[src/rtl/mcp3202_spi_responder.sv]
// MCP3202 ADC emulator: SPI slave decoding START/SGL/ODD/MSBF and returning null + 12 data bits.
// Define MCP3202_RESP_LSBF_EN to append the LSB-first tail (B1..B11) when MSBF=0.
module mcp3202_spi_responder #(
    parameter int SYNC_STAGES = 2
) (
    input  logic        clk,
    input  logic        rst_n,
    input  logic        sck,
    input  logic        cs,
    input  logic        mosi,
    output logic        miso,
    output logic        miso_oe,
    input  logic [11:0] ch0_data,
    input  logic [11:0] ch1_data,
    output logic        conv_pulse,
    output logic [1:0]  conv_cfg,
    output logic [11:0] conv_data,
    output logic        frame_err
);

    typedef enum logic [2:0] {IDLE, WAIT_START, CFG, SHIFT, DONE} state_t;

    state_t                 state;
    logic [SYNC_STAGES-1:0] sck_sync, cs_sync, mosi_sync;
    logic                   sck_prev, cs_prev;
    logic                   sck_s, cs_s, mosi_s;
    logic                   sck_rise, sck_fall, cs_rise, cs_fall;
    logic [4:0]             bit_cnt, edge_n;
    logic                   sgl, odd;
    logic [11:0]            shreg;
    logic [11:0]            sel_data;
    logic [12:0]            diff;
`ifdef MCP3202_RESP_LSBF_EN
    logic                   msbf;
    logic [10:0]            lsb_sr;
`endif

    // cs chain resets low so a cs held low across reset is not seen as a new frame start
    always_ff @(posedge clk or negedge rst_n) begin
        if (!rst_n) begin
            sck_sync  <= '0;
            cs_sync   <= '0;
            mosi_sync <= '0;
            sck_prev  <= 1'b0;
            cs_prev   <= 1'b0;
        end else begin
            sck_sync  <= {sck_sync[SYNC_STAGES-2:0], sck};
            cs_sync   <= {cs_sync[SYNC_STAGES-2:0], cs};
            mosi_sync <= {mosi_sync[SYNC_STAGES-2:0], mosi};
            sck_prev  <= sck_s;
            cs_prev   <= cs_s;
        end
    end

    always_comb begin
        sck_s    = sck_sync[SYNC_STAGES-1];
        cs_s     = cs_sync[SYNC_STAGES-1];
        mosi_s   = mosi_sync[SYNC_STAGES-1];
        sck_rise = sck_s & ~sck_prev;
        sck_fall = ~sck_s & sck_prev;
        cs_rise  = cs_s & ~cs_prev;
        cs_fall  = ~cs_s & cs_prev;
        edge_n   = bit_cnt + 5'd1;
    end

    // Differential modes are unipolar: a negative 13-bit difference reads as zero
    always_comb begin
        diff = odd ? ({1'b0, ch1_data} - {1'b0, ch0_data})
                   : ({1'b0, ch0_data} - {1'b0, ch1_data});
        if (sgl)
            sel_data = odd ? ch1_data : ch0_data;
        else if (diff[12])
            sel_data = '0;
        else
            sel_data = diff[11:0];
    end

    always_ff @(posedge clk or negedge rst_n) begin
        if (!rst_n) begin
            state      <= IDLE;
            bit_cnt    <= '0;
            sgl        <= 1'b0;
            odd        <= 1'b0;
            shreg      <= '0;
            miso       <= 1'b0;
            miso_oe    <= 1'b0;
            conv_pulse <= 1'b0;
            conv_cfg   <= 2'b00;
            conv_data  <= '0;
            frame_err  <= 1'b0;
`ifdef MCP3202_RESP_LSBF_EN
            msbf       <= 1'b0;
            lsb_sr     <= '0;
`endif
        end else begin
            conv_pulse <= 1'b0;
            frame_err  <= 1'b0;
            if (cs_rise) begin
                if (state == CFG || (state == SHIFT && bit_cnt < 5'd13))
                    frame_err <= 1'b1;
                state   <= IDLE;
                miso    <= 1'b0;
                miso_oe <= 1'b0;
            end else begin
                case (state)
                    IDLE: if (cs_fall) begin
                        state   <= WAIT_START;
                        miso    <= 1'b0;
                        miso_oe <= 1'b1;
                    end
                    WAIT_START: if (sck_rise && mosi_s) begin
                        state   <= CFG;
                        bit_cnt <= '0;
                    end
                    CFG: if (sck_rise) begin
                        case (bit_cnt)
                            5'd0: begin sgl <= mosi_s; bit_cnt <= edge_n; end
                            5'd1: begin odd <= mosi_s; bit_cnt <= edge_n; end
                            default: begin
`ifdef MCP3202_RESP_LSBF_EN
                                msbf   <= mosi_s;
                                lsb_sr <= sel_data[11:1];
`endif
                                shreg      <= sel_data;
                                conv_data  <= sel_data;
                                conv_cfg   <= {sgl, odd};
                                conv_pulse <= 1'b1;
                                bit_cnt    <= '0;
                                state      <= SHIFT;
                            end
                        endcase
                    end
                    SHIFT: if (sck_fall) begin
                        bit_cnt <= edge_n;
                        if (edge_n == 5'd1) begin
                            miso <= 1'b0;
                        end else if (edge_n <= 5'd13) begin
                            miso  <= shreg[11];
                            shreg <= {shreg[10:0], 1'b0};
`ifdef MCP3202_RESP_LSBF_EN
                        end else if (!msbf && edge_n <= 5'd24) begin
                            miso   <= lsb_sr[0];
                            lsb_sr <= {1'b0, lsb_sr[10:1]};
`endif
                        end else begin
                            miso  <= 1'b0;
                            state <= DONE;
                        end
                    end
                    DONE: miso <= 1'b0;
                    default: state <= IDLE;
                endcase
            end
        end
    end

endmodule

[config.mk]
export PLATFORM = sky130hd
export DESIGN_NAME = mcp3202_spi_responder
export DESIGN_NICKNAME = d
export VERILOG_FILES = /design/src/rtl/mcp3202_spi_responder.sv
export SDC_FILE = /design/constraint.sdc
export NUM_CORES = 1
export LEC_CHECK = 0
export CELL_PAD_IN_SITES_DETAIL_PLACEMENT = 0
export CELL_PAD_IN_SITES_GLOBAL_PLACEMENT = 2
export CORE_UTILIZATION = 39
export CTS_BUF_LIST = sky130_fd_sc_hd__clkbuf_2 sky130_fd_sc_hd__clkbuf_4 sky130_fd_sc_hd__clkbuf_8
export DETAILED_ROUTE_END_ITERATION = 7
export DONT_BUFFER_PORTS = 1
export PLACE_DENSITY_LB_ADDON = 0.08
export SYNTH_ARGS = -nofsm -noshare
export SYNTH_HDL_FRONTEND = slang
export SYNTH_SLANG_ARGS = --single-unit
export TNS_END_PERCENT = 5
[constraint.sdc]
create_clock -name clk -period 3.12 [get_ports clk]
set_input_delay 0.624 -clock clk [delete_from_list [all_inputs] [get_ports clk]]
set_output_delay 0.624 -clock clk [all_outputs]
set_load 0.05 [all_outputs]
Word level (Yosys, flattened, before mapping)
Cells that the tools add are included.
{"block": "op_classes", "add_sub_neg": 3, "bitwise": 10, "magnitude_cmp": 2, "n_eq_ne": 20, "muxes": 39, "reduce_logical": 19}
{"cell": "$mux 12", "count": 8}
{"cell": "$sub 12x12->13", "count": 2}
{"cell": "$mux 3", "count": 8}
{"cell": "$pmux 12 s2", "count": 1}
{"cell": "$ne 3x3->1 const B", "count": 7}
{"cell": "$mux 5", "count": 4}
{"cell": "$pmux 3 s5", "count": 1}
{"cell": "$pmux 5 s3", "count": 1}
{"cell": "$mux 1", "count": 14}
{"cell": "$mux 13", "count": 1}
{"cell": "$ne 2x2->1 const B", "count": 6}
{"cell": "$reduce_and 4->1", "count": 3}
{"cell": "$eq 5x1->1 const B", "count": 2}
{"cell": "$reduce_and 8->1", "count": 1}
{"cell": "$reduce_and 7->1", "count": 1}
{"cell": "$eq 3x2->1 const B", "count": 2}
{"cell": "$not 1->1", "count": 6}
{"cell": "$reduce_bool 2->1", "count": 3}
{"cell": "$add 5x1->5 const B", "count": 1}
{"cell": "$le 5x4->1 const B", "count": 1}
{"cell": "$logic_not 5->1", "count": 1}
{"cell": "$lt 5x4->1 const B", "count": 1}
{"cell": "$reduce_and 5->1", "count": 1}
{"cell": "$and 1x1->1", "count": 4}
{"cell": "12 further kinds", "count": 13}
{"block": "totals", "wordCells": 109, "input_bits": 29, "reg_bits": 48}

Depth between registers and ports, before layout
{"block": "depth", "depth_word": 7, "ltp_mapped": 11, "ltp_nobuf": 10}

Worst setup path after synthesis
No wires, ideal clock.
{"block": "synth_path", "path_kind": "input port to flip-flop", "from": "input ch0_data[0]", "to": "register shreg[7]", "path_buffers": 1, "slack_ps": 394, "required_ps": 2985, "path_stages": 11, "arrival_ps": 2590, "cell_sequence": "inv_1 -> ha_1 -> inv_1 -> fa_1 -> a21o_1 -> a211oi_1 -> o32a_1 -> o2bb2ai_1 -> buf_2 -> a221oi_1 -> nor3_1"}
{"block": "synth_via", "elab_chain_cells": 7}
{"element": "start: declaration", "line": "13", "rtl": "input logic [11:0] ch0_data,"}
{"element": "$sub 12x12->13 (on tied branches)", "line": "69, 68"}
{"element": "$mux 13 (*)", "line": "68", "rtl": "diff = odd ? ({1'b0, ch1_data} - {1'b0, ch0_data})"}
{"element": "$mux 12 (*)", "line": "72", "rtl": "else if (diff[12])"}
{"element": "$mux 12 (*)", "line": "70", "rtl": "if (sgl)"}
{"element": "$mux 12 (*)", "line": "116", "rtl": "case (bit_cnt)"}
{"element": "$mux 12 (*)", "line": "115", "rtl": "CFG: if (sck_rise) begin"}
{"element": "$pmux 12 s2 (*)", "line": "105", "rtl": "case (state)"}
{"element": "end signal: assignment", "line": "124", "rtl": "shreg <= sel_data;"}
{"element": "end signal: assignment", "line": "139", "rtl": "shreg <= {shreg[10:0], 1'b0};"}
{"element": "end: declaration", "line": "30", "rtl": "logic [11:0] shreg;"}
Mark *: on every way between the ends. The rest lies on a longest branch, timed or not. The select of a mux whose other input is x is not followed.
A chain may end at the register's enable or synchronous reset.

Worst setup path in the final report
{"block": "layout_path", "from": "input ch1_data[0]", "to": "register shreg[2]"}
{"block": "layout_via", "elab_chain_cells": 7}
{"element": "start: declaration", "line": "14", "rtl": "input logic [11:0] ch1_data,"}
{"element": "$sub 12x12->13 (on tied branches)", "line": "69, 68"}
{"element": "$mux 13 (*)", "line": "68"}
{"element": "$mux 12 (*)", "line": "72"}
{"element": "$mux 12 (*)", "line": "70"}
{"element": "$mux 12 (*)", "line": "116"}
{"element": "$mux 12 (*)", "line": "115"}
{"element": "$pmux 12 s2 (*)", "line": "105"}
Marked as above.

==> out/results.ini <==
[cells_and_area]
regArea_um2 = 1201
stdcell_count = 573
fillCellCount = 962
finalInstanceArea_um2 = 3920
antenna_cells = 0
multi_input_area_um2 = 2201
final_cell_mix = 57 x nand2_1, 48 x dfrtp_1, 46 x inv_1, 37 x o21ai_0, 35 x nor2_1
layout_commonest_cell = nand2_1
final_layout_size_suffix_gt1_frac = 0.06081
finalNetCount = 502
post-route-util = 0.4242
area_growth_pct = 5.524

[pwr]
p_leak_uw = 0.001777
peakVddDrop_v = 0.0002787
p_int_uw = 1467
sw_frac_of_total = 0.4755
p_comb_frac = 0.385
seq_power_share = 0.447
p_clk_frac = 0.168
p_per_area_nw_per_um2 = 713.5
switchingPower_uw = 1330

[sta]
setup_viol = 0
fin_crit_sh = 0.8765
max_freq_mhz = 365.7
setup_tns_ps = 0
finalHoldViolations = 0
slew_violations = 0
holdWs_ps = 153.6
rsz0062_at_grt = false
worst_pin_slew_ps = 629.5
relSlewSlack = 0.5759
skew_ps = 5.672
min_period_ps = 2735

[floorplanning]
rows = 35
top_level_ports = 47
fp.dieH_um = 99.60
core_um2 = 9240
dieArea_um2 = 9919
initial_core_util = 0.4020
die_x_um = 99.60

[synth]
syn_nets = 518
synth_area_per_cell_um2 = 8.093
yosys.area.top_type = dfrtp_1
synth_area_leaders = dfrtp_1 32%, ha_1 9.4%, nand2_1 5.8%
ys_seq_area_frac = 0.3233
synth.cell_area_um2 = 3715
synthDistinctLibCells = 59
synth_edf_count = 0
synth_flop_cell = dfrtp_1
ys_async_sr_fraction = 1.000
synth_top_area_share = 0.3233
synth_warnings = 0
synth-seq-cells = 48
netlist_instances = 459

[drt]
vias_per_cell = 5.520
finalWirelength_mm = 10.17
drtIter0Drc = 170
vias = 3163
drcViolationCount = 0
wl_per_cell_um = 17.74
first_pass_iters = 4
ant_nets = 0

[setup_path]
r2r_start = bit_cnt[1]
startpoint_type = input port
worstSetupStartpoint = ch1_data[0]
end_kind = flop
r2r_cells = 7
ff2ff_setup_slack_ps = 460
arrival_ps = 2920
worstPathMaxFanout = 13
cp.required_ps = 3300
r2r_end = shreg[9]
critPathKind = in -> reg

[place]
dpl.cell_count = 564
place_area_um2 = 3781
place_congestion = 0.8276
portBuffers = 0
hpwl_mm = 7.599

[status]
status = finished, final reports clean

[clock_network]
clock_latency_ps = 300
cts_tree = done
htree_num_levels = 2
clock_sinks = 48
clk_pin_slew_ps = 100
clock_path_buffers = 2
root_buffer = clkbuf_8
numCtsBuffers = 5

[global_routing]
grt.overflow.total = 0
grt_pass1_vias = 3054
grt_max_degree = 49
grt_use_total = 0.2149
grt_pass1_wl_mm = 16.68
antenna_found_initial = 0

[flow_run]
drv_cap = 0

[worst_hold_path]
holdCritPathClass = in -> async

-- worst max path at each step --
| stage | to | slack (ps) | cells past startpoint |
|---|---|---|---|
| final | shreg[2] | 390 | 11 |
| after global routing | shreg[6] | 220 | 8 |
| after CTS | shreg[10] | 420 | 7 |
| after detailed placement | shreg[2] | 140 | 11 |
| after global placement | shreg[10] | 230 | 10 |
| after floorplan | shreg[7] | 390 | 11 |
-- metal layers --
layer | vias up | share of wire | routed length [um] | track usage
met5 | - | 0 | 0 | 0
met1 | 1505 | 0.53 | 5370 | 0.3371
li1 | 1576 | - | - | -
met3 | 5 | 0.038 | 391 | 0.02881
met2 | 77 | 0.43 | 4359 | 0.3173
met4 | 0 | 0.0043 | 44 | 0.03054
-- what timing repair did --
item	in CTS	in global routing
setup buffers	0	0
resized for setup	0	0
hold buffers	1	0
endpoints found under the hold margin	48	0
-- cell usage after synthesis, types with 3 or more instances --
cell type / n
nand2_1: 57
dfrtp_1: 48
inv_1: 46
o21ai_0: 37
nor2_1: 35
a21oi_1: 32
ha_1: 28
clkbuf_1: 18
nor3_1: 14
nor2b_1: 9
mux2i_1: 8
xnor2_1: 8
buf_2: 7
o41ai_1: 7
a211oi_1: 6
a31oi_1: 6
a21o_1: 5
nand3_1: 5
o31ai_1: 5
or3_1: 5
a221oi_1: 4
nand4_1: 4
o211a_1: 4
o211ai_1: 4
a22o_1: 3
a22oi_1: 3
and3_1: 3
buf_4: 3
mux2_2: 3
nand2b_1: 3
nand3b_1: 3
or2_2: 3
-- flip-flops by register name, indices dropped and copies added, names as in the netlist --
| register | count |
|---|---|
| conv_data | 12 |
| shreg | 12 |
| bit_cnt | 5 |
| state | 3 |
| conv_cfg | 2 |
| cs_sync | 2 |
| mosi_sync | 2 |
| sck_sync | 2 |
| conv_pulse | 1 |
| cs_prev | 1 |
| frame_err | 1 |
| miso | 1 |
| miso_oe | 1 |
| odd | 1 |
| sck_prev | 1 |
| sgl | 1 |
-- per-stage QoR --
step           setup WS [ps]  power, uW
6_report               385.2       2797
3_3_place_gp           225.6       2326
5_1_grt                218.7       3002
4_1_cts                424.1       2813
2_1_floorplan          394.3       2022
3_5_place_dp           135.0       2319
-- power groups by stage --
stage,Clock (uW),Sequential [uW],Combinational [uW]
after floorplan,0,1150,875
after global placement,0,1270,1060
after detailed placement,0,1270,1050
after CTS,483,1250,1080
after global routing,503,1280,1220
final,470,1250,1080
-- cell families (layout without fill, tap and decap cells) --
logic type      Yosys count  count (layout)  share of synthesized area
mux                      11              11                    0.03065
simple gates            147             147                     0.1859
buf+inv                  76              61                    0.08420
flops                    48              48                     0.3233
compound gates          137             137                     0.2452
xor+xnor                 10              10                    0.02560
fa+ha+maj                30              30                     0.1051
-- worst max-delay path: stages --
cell and delay, ps:
inv_1 30, ha_1 160, inv_1 60, fa_1 400
a21o_1 210, a211oi_1 380, o32a_1 280, o2bb2ai_1 90
buf_4 190, a221oi_1 390, nor3_1 110
-- cell type report --
class                   count  share of cell area
clock buffers               6             0.01947
multi-input cells         335              0.5614
repair buffers              7             0.01851
inverters                  46             0.04405
clock inverters             2            0.008937
well taps                 129             0.04117
flip-flops and latches     48              0.3064
Power figures use the tool's default switching activity.
